<file path="config.mk">
export PLATFORM = sky130hd
export DESIGN_NAME = seq_magnitude_comparator_flat
export DESIGN_NICKNAME = d
export VERILOG_FILES = /design/src/rtl/seq_magnitude_comparator_if.sv /design/src/rtl/seq_magnitude_comparator.sv /design/src/flat_wrapper.sv
export SDC_FILE = /design/constraint.sdc
export NUM_CORES = 1
export LEC_CHECK = 0
export ABC_AREA = 1
export BUFFER_PORTS_ARGS = -buffer_cell sky130_fd_sc_hd__buf_2
export CAP_MARGIN = 5
export CORE_UTILIZATION = 44
export CTS_BUF_LIST = sky130_fd_sc_hd__clkbuf_8 sky130_fd_sc_hd__clkbuf_16
export CTS_CLUSTER_SIZE = 24
export DETAILED_ROUTE_END_ITERATION = 8
export GPL_TIMING_DRIVEN = 0
export PLACE_DENSITY = 0.78
export SKIP_CTS_REPAIR_TIMING = 1
export SLEW_MARGIN = 20
export SYNTH_ARGS = -nofsm -noshare
export SYNTH_HDL_FRONTEND = slang
export SYNTH_SLANG_ARGS = --single-unit
</file>
<file path="constraint.sdc">
create_clock -name clk -period 2.7 [get_ports clk]
set_clock_uncertainty 0.1 [all_clocks]
set_input_delay 0 -clock clk [delete_from_list [all_inputs] [get_ports clk]]
set_output_delay 0 -clock clk [all_outputs]
set_load 0.03 [all_outputs]
</file>
<file path="src/rtl/seq_magnitude_comparator_if.sv">
// Start/done handshake and operand/result bundle for the
// multi-cycle magnitude comparator.
interface seq_magnitude_comparator_if #(
  parameter int WIDTH = 32
);
  logic             start;
  logic             is_signed;
  logic [WIDTH-1:0] A;
  logic [WIDTH-1:0] B;
  logic             ready;
  logic             done;
  logic             ALB;
  logic             AEB;
  logic             AGB;
  logic [WIDTH-1:0] Out;

  modport master (
    output start,
    output is_signed,
    output A,
    output B,
    input  ready,
    input  done,
    input  ALB,
    input  AEB,
    input  AGB,
    input  Out
  );

  modport slave (
    input  start,
    input  is_signed,
    input  A,
    input  B,
    output ready,
    output done,
    output ALB,
    output AEB,
    output AGB,
    output Out
  );
endinterface

</file>
<file path="src/rtl/seq_magnitude_comparator.sv">
// Multi-cycle magnitude comparator: scans one DIGIT-bit group
// per cycle, MSB group first, stopping at the first difference.
module seq_magnitude_comparator #(
  parameter int WIDTH = 32,
  parameter int DIGIT = 4
) (
  input logic                        clk,
  input logic                        rst,
  seq_magnitude_comparator_if.slave  bus
);
  localparam int NG = WIDTH / DIGIT;
  localparam int IW = (NG > 1) ? $clog2(NG) : 1;
  localparam logic [WIDTH-1:0] MSB = {1'b1, {(WIDTH-1){1'b0}}};

  typedef enum logic [1:0] {
    IDLE,
    SCAN,
    DONE
  } state_t;

  state_t state;
  state_t state_n;

  logic [WIDTH-1:0] a_q;
  logic [WIDTH-1:0] b_q;
  logic [IW-1:0]    idx;
  logic [DIGIT-1:0] ga;
  logic [DIGIT-1:0] gb;
  logic             alb;
  logic             aeb;
  logic             agb;
  logic             ready;
  logic             done;
  logic             accept;
  logic             set_lt;
  logic             set_eq;
  logic             set_gt;
  logic             step;
  logic             last;
  logic [WIDTH-1:0] flip;

  assign ga   = a_q[idx*DIGIT +: DIGIT];
  assign gb   = b_q[idx*DIGIT +: DIGIT];
  assign last = (idx == '0);

  // Flipping both sign bits maps two's-complement order onto unsigned order
  assign flip = bus.is_signed ? MSB : '0;

  always_ff @(posedge clk or posedge rst) begin
    if (rst) begin
      state <= IDLE;
    end else begin
      state <= state_n;
    end
  end

  always_comb begin
    state_n = state;
    ready   = 1'b0;
    done    = 1'b0;
    accept  = 1'b0;
    set_lt  = 1'b0;
    set_eq  = 1'b0;
    set_gt  = 1'b0;
    step    = 1'b0;
    unique case (state)
      IDLE: begin
        ready = 1'b1;
        if (bus.start) begin
          accept  = 1'b1;
          state_n = SCAN;
        end
      end
      SCAN: begin
        unique case (1'b1)
          (ga > gb): begin
            set_gt  = 1'b1;
            state_n = DONE;
          end
          (ga < gb): begin
            set_lt  = 1'b1;
            state_n = DONE;
          end
          (ga == gb && last): begin
            set_eq  = 1'b1;
            state_n = DONE;
          end
          default: begin
            step = 1'b1;
          end
        endcase
      end
      DONE: begin
        done    = 1'b1;
        state_n = IDLE;
      end
      default: begin
        state_n = IDLE;
      end
    endcase
  end

  always_ff @(posedge clk or posedge rst) begin
    if (rst) begin
      a_q <= '0;
      b_q <= '0;
      idx <= '0;
      alb <= 1'b0;
      aeb <= 1'b0;
      agb <= 1'b0;
    end else begin
      if (accept) begin
        a_q <= bus.A ^ flip;
        b_q <= bus.B ^ flip;
        idx <= IW'(NG - 1);
        alb <= 1'b0;
        aeb <= 1'b0;
        agb <= 1'b0;
      end
      if (step) begin
        idx <= idx - IW'(1);
      end
      if (set_lt) begin
        alb <= 1'b1;
      end
      if (set_eq) begin
        aeb <= 1'b1;
      end
      if (set_gt) begin
        agb <= 1'b1;
      end
    end
  end

  assign bus.ready = ready;
  assign bus.done  = done;
  assign bus.ALB   = alb;
  assign bus.AEB   = aeb;
  assign bus.AGB   = agb;
  assign bus.Out   = {{(WIDTH-1){1'b0}}, alb};
endmodule
</file>
<file path="src/flat_wrapper.sv">
// flat-port wrapper written by rule: the top's interface ports become plain ports
module seq_magnitude_comparator_flat 
#(
  parameter int WIDTH = 32,
  parameter int DIGIT = 4
)
  (clk, rst, bus_start, bus_is_signed, bus_A, bus_B, bus_ready, bus_done, bus_ALB, bus_AEB, bus_AGB, bus_Out);
  seq_magnitude_comparator_if #(.WIDTH(WIDTH)) bus_i ();
  input logic clk;
  input logic rst;
  input wire logic [$bits(bus_i.start)-1:0] bus_start;
  input wire logic [$bits(bus_i.is_signed)-1:0] bus_is_signed;
  input wire logic [$bits(bus_i.A)-1:0] bus_A;
  input wire logic [$bits(bus_i.B)-1:0] bus_B;
  output wire logic [$bits(bus_i.ready)-1:0] bus_ready;
  output wire logic [$bits(bus_i.done)-1:0] bus_done;
  output wire logic [$bits(bus_i.ALB)-1:0] bus_ALB;
  output wire logic [$bits(bus_i.AEB)-1:0] bus_AEB;
  output wire logic [$bits(bus_i.AGB)-1:0] bus_AGB;
  output wire logic [$bits(bus_i.Out)-1:0] bus_Out;
  assign bus_i.start = bus_start;
  assign bus_i.is_signed = bus_is_signed;
  assign bus_i.A = bus_A;
  assign bus_i.B = bus_B;
  assign bus_ready = bus_i.ready;
  assign bus_done = bus_i.done;
  assign bus_ALB = bus_i.ALB;
  assign bus_AEB = bus_i.AEB;
  assign bus_AGB = bus_i.AGB;
  assign bus_Out = bus_i.Out;
  seq_magnitude_comparator #(.WIDTH(WIDTH), .DIGIT(DIGIT)) u_core (.clk(clk), .rst(rst), .bus(bus_i));
endmodule
</file>
* After elaboration in Yosys (flattened, before gate mapping)
Index checks and enable logic that the tools add are counted.
** Storage, ports and cells
- Register bits after elaboration :: 72
- Output and inout bits :: 37
- Logic and storage cells :: 50
** Operators by class
- $add $sub $neg :: 1
- Magnitude comparators :: 2
- Eq/ne operators :: 5
- Shift operators :: 2
- Multiplexer cells :: 22
- Bitwise logic cells :: 2
- Reductions and logical operators :: 9
** Operators by type and width (number)
- $shiftx 32x6->4 :: 2
- $xor 32x32->32 :: 2
- $mux 32 :: 1
- $mux 1 :: 16
- $reduce_bool 2->1 :: 4
- $mux 3 :: 2
- $eq 4x4->1 :: 1
- $gt 4x4->1 :: 1
- $lt 4x4->1 :: 1
- $mux 2 :: 2
- $ne 2x2->1 const B :: 2
- $pmux 2 s2 :: 1
- $logic_not 3->1 :: 1
- $reduce_or 3->1 :: 1
- $sub 3x1->3 const B :: 1
- $eq 2x1->1 const B :: 1
- $eq 2x2->1 const B :: 1
- $logic_not 2->1 :: 1
- $reduce_and 2->1 :: 1
- $logic_and 1x1->1 :: 1

* Depth between registers and ports, before layout
- Depth after elaboration :: 7
- Mapped depth :: 17

* Least setup slack after synthesis
Ideal clock, no wire load.
- Path kind :: flip-flop to flip-flop
- Start :: register u_core.idx[0]
- End :: register u_core.idx[2]
- Setup time :: 0.066 ns
- Arrival time :: 1.877 ns
- Required time :: 2.534 ns
- Path slack :: 0.657 ns
- Stages on the path, launching flop included :: 16
- Path buffers :: 2
- Clock period less this slack :: 2.043 ns
- Cell sequence :: dfrtp_1 -> buf_6 -> buf_2 -> a21oi_1 -> o21ai_0 -> o211ai_1 -> o21ai_0 -> ha_1 -> nand2_1 -> inv_1 -> nand2_1 -> nand2_1 -> nand3_2 -> nand2_2 -> nand2_1 -> nand2_1
** Between the ends
- Word-level cells in the longest chain between the ends :: 7
** Ends and longest elaborated chain
- start, declared :: RTL line seq_magnitude_comparator.sv:26 : logic [IW-1:0] idx;
- start signal, assigned :: RTL line seq_magnitude_comparator.sv:115 : idx <= IW'(NG - 1);
- start signal, assigned :: RTL line seq_magnitude_comparator.sv:121 : idx <= idx - IW'(1);
- parallel branches: the longest is 7 deep, another holds $lt 4x4->1
Parallel ways; which one is timed is not known.
A chain may end at the register's enable or synchronous reset.

* Final worst setup path
- Start :: register u_core.idx[1]
- End :: register u_core.idx[0]
** Between the ends
- Word-level cells in the longest chain between the ends :: 7
** Ends and longest elaborated chain
- parallel branches: the longest is 3 deep, another holds $lt 4x4->1
- $reduce_or 3->1 (no source line) *
- $mux 1 * :: RTL line seq_magnitude_comparator.sv:75 : unique case (1'b1)
- $mux 1 * :: RTL line seq_magnitude_comparator.sv:66 : unique case (state)
- $mux 3 or $reduce_bool 2->1 (tied branches)
Mark *: on every way between the ends.

==> impl_metrics.json <==
{
  "timing.setup.tns_ns": 0,
  "num_rows": 33,
  "ir_drop_uv": 583,
  "hold_violations": 0,
  "grt_max_degree": 38,
  "port_buffers": 73,
  "nets": 732,
  "antenna_found_initial": 0,
  "grt_usage_pct": 21.8,
  "fmax_mhz": 416,
  "ys_seq_area_share_pct": 48.1,
  "synth_area_um2": 3750,
  "die_area_um2": 8890,
  "worstPathRequired_ns": 2.88,
  "clockBufferDepth": 2,
  "wirelength_mm": 10.1,
  "cts_buffers": 9,
  "synth_edf_count": 0,
  "powerDensity_nw_per_um2": 1030,
  "cts_tree": "done",
  "startpoint": "u_core.idx[1]$_DFFE_PP0P_",
  "finalWeightedCongestion": 0.871,
  "crit_fanout": 9,
  "antenna_left": 0,
  "critPathKind": "reg -> reg",
  "power.leakage_nw": 2.84,
  "post-route-min-period_ns": 2.40,
  "switching_power_mw": 2.39,
  "reg2reg_depth": 14,
  "wl_per_cell_um": 13.1,
  "hpwl_mm": 6.64,
  "core_um2": 8220,
  "crit_path_end": "u_core.idx[0]$_DFFE_PP0P_",
  "start_util_pct": 45.6,
  "reg2reg_slack_ns": 0.30,
  "diodes": 0,
  "crit_top_cell": "nand2_1",
  "synthCells": 475,
  "crit_path_top_delay_cell": "dfrtp_1",
  "start_kind": "flip-flop",
  "drt_iter0_drc": 225,
  "grt_pass1_wl_mm": 14.7,
  "drc_errors": 0,
  "die_w_um": 94.3,
  "ys.flop_type": "dfrtp_1",
  "clockRootBuffer": "clkbuf_8",
  "vias_per_cell": 4.69,
  "seqPwrFrac_pct": 34.4,
  "cp_cell_sequence": "buf_4, inv_1, o21ai_0, o22ai_1, o21ai_1, ha_1, nand2_1, inv_1, nand2_1, nand2_1, nand3_2, nand2_2, nand2_1, nand2_1",
  "grt_pass1_vias": 3094,
  "gr-total-overflow": 0,
  "drtPass1Iterations": 4,
  "cp-end-kind": "flip-flop",
  "area_growth_pct": 40.3,
  "p_sw_share_pct": 44.0,
  "cts_sinks": 72,
  "die_h_um": 94.3,
  "power_frac_comb_pct": 49.9,
  "clk_latency_ns": 0.35,
  "rsz0062_at_grt": "no",
  "finalMaxSlewViolations": 0,
  "place_area_um2": 4380,
  "yosysWarnings": 0,
  "ios": 105,
  "critPathArrivalTime_ns": 2.59,
  "h-tree-depth": 3,
  "min_path_type": "in -> async",
  "reg2reg_to": "u_core.idx[0]$_DFFE_PP0P_",
  "finalCritPeriodShare_pct": 89.1,
  "slowest_delay_ns": 0.37,
  "setup_violations": 0,
  "vias": 3599,
  "pwr-share-clk_pct": 15.8,
  "synth-async-reset-ratio_pct": 100,
  "status": "complete, no violations",
  "drive_gt1_share_pct": 23.5,
  "syn-mean-instance-area_um2": 7.89,
  "ys_ff_latch": 72,
  "reg2reg_from": "u_core.idx[1]$_DFFE_PP0P_",
  "final_area_um2": 5260,
  "yosys.cell_types.count": 25,
  "clk_pin_slew_ns": 0.08,
  "intPower_mw": 3.04,
  "maxCapViolations": 0
}
==> power by group through the flow <==
stage	registers (mW)	clock network, mW	logic [mW]
floorplan	1.81	0	1.95
detailed placement	1.88	0	2.59
global placement	1.87	0	2.53
global route	1.92	0.906	3.08
CTS	1.87	0.869	2.60
finish	1.87	0.857	2.71
==> layout by cell type, fill, tap and decap left out, types with 3 or more instances in the layout <==
master and n:
buf_2 85, buf_6 4, o21ai_1 17, inv_1 22, clkbuf_8 10, a21oi_1 10
o22ai_1 7, conb_1 31, xnor2_1 3, nand2_1 198, dfrtp_1 72, nand3_1 5
o21ai_0 37, buf_4 40, dlygate4sd3_1 68, ha_1 6, nor2_4 3, nor2_1 24
o211ai_1 4
==> kinds of logic after synthesis <==
group	Yosys count	synth area share [%]
and+or+nand+nor	237	25.2
buffers and inverters	81	13.4
AOI/OAI and AO/OA	75	10.5
DFF	72	48.1
adders and majority gates	6	2.00
xor gates and xnor gates	3	0.701
other	1	0.100
==> metal layers <==
layer	track usage, %	wire length (um)
met3	3.16	477
met2	35.6	4860
met4	7.69	205
met5	0	0
met1	29.3	4510
==> final cells by class <==
| type | instances | area, um^2 |
|---|---|---|
| fill | 718 | 2960 |
| sequential | 72 | 1800 |
| multi-input combinational | 352 | 1560 |
| timing repair buffer | 142 | 1070 |
| buffer | 57 | 409 |
| clock buffer | 10 | 138 |
| tap | 105 | 131 |
| inverter | 24 | 95.1 |
| clock inverter | 6 | 60.1 |
==> synthesized netlist by cell type (2+ instances only) <==
master | n | area (um^2)
nand2_1 | 198 | 743
dfrtp_1 | 72 | 1800
buf_4 | 40 | 300
o21ai_0 | 37 | 185
nor2_1 | 24 | 90.1
inv_1 | 22 | 82.6
o21ai_1 | 17 | 85.1
buf_2 | 12 | 60.1
a21oi_1 | 10 | 50.1
o22ai_1 | 7 | 43.8
ha_1 | 6 | 75.1
nand3_1 | 5 | 25.0
buf_6 | 4 | 45.0
o211ai_1 | 4 | 30.0
nor2_4 | 3 | 33.8
xnor2_1 | 3 | 26.3
nand2_2 | 2 | 12.5
nand4_1 | 2 | 12.5
==> per-stage QoR <==
step | total power, mW | hold slack [ns] | instances | worst slack [ns] | util, %
floorplan | 3.76 | 0.00962 | 505 | 0.657 | -
global route | 5.90 | 0.189 | 768 | 0.0823 | 64.0
CTS | 5.34 | -0.412 | 700 | 0.305 | 55.7
global placement | 4.40 | 0.0939 | 683 | 0.0417 | 53.0
detailed placement | 4.47 | -0.0405 | 684 | 0.320 | 53.3
finish | 5.43 | 0.121 | 768 | 0.296 | 64.0
==> worst min path at each step <==
stage	to	slack [ns]	cells past startpoint
floorplan	u_core.a_q[0]$_DFFE_PP0P_	0.01	2
global placement	u_core.a_q[29]$_DFFE_PP0P_	0.09	3
detailed placement	u_core.state[1]$_DFFE_PP0P_	-0.04	2
CTS	u_core.state[1]$_DFFE_PP0P_	-0.41	2
global route	u_core.state[1]$_DFFE_PP0P_	0.19	3
finish	u_core.state[1]$_DFFE_PP0P_	0.12	3
==> critical path: cells and delay by family, from the launching register on <==
kind	cells	cell delay (ns)
and+or+nand+nor	7	0.65
buffers and inverters	3	0.47
AOI/OAI and AO/OA	3	0.43
DFF	1	0.37
adders and majority gates	1	0.31
==> state kept, by name (all words and copies together) (netlist names) <==
signal / count
u_core.a_q: 32
u_core.b_q: 32
u_core.bus.AEB: 1
u_core.bus.AGB: 1
u_core.bus.ALB: 1
u_core.idx: 3
u_core.state: 2
Note: power is estimated with default switching activity, not from simulation.
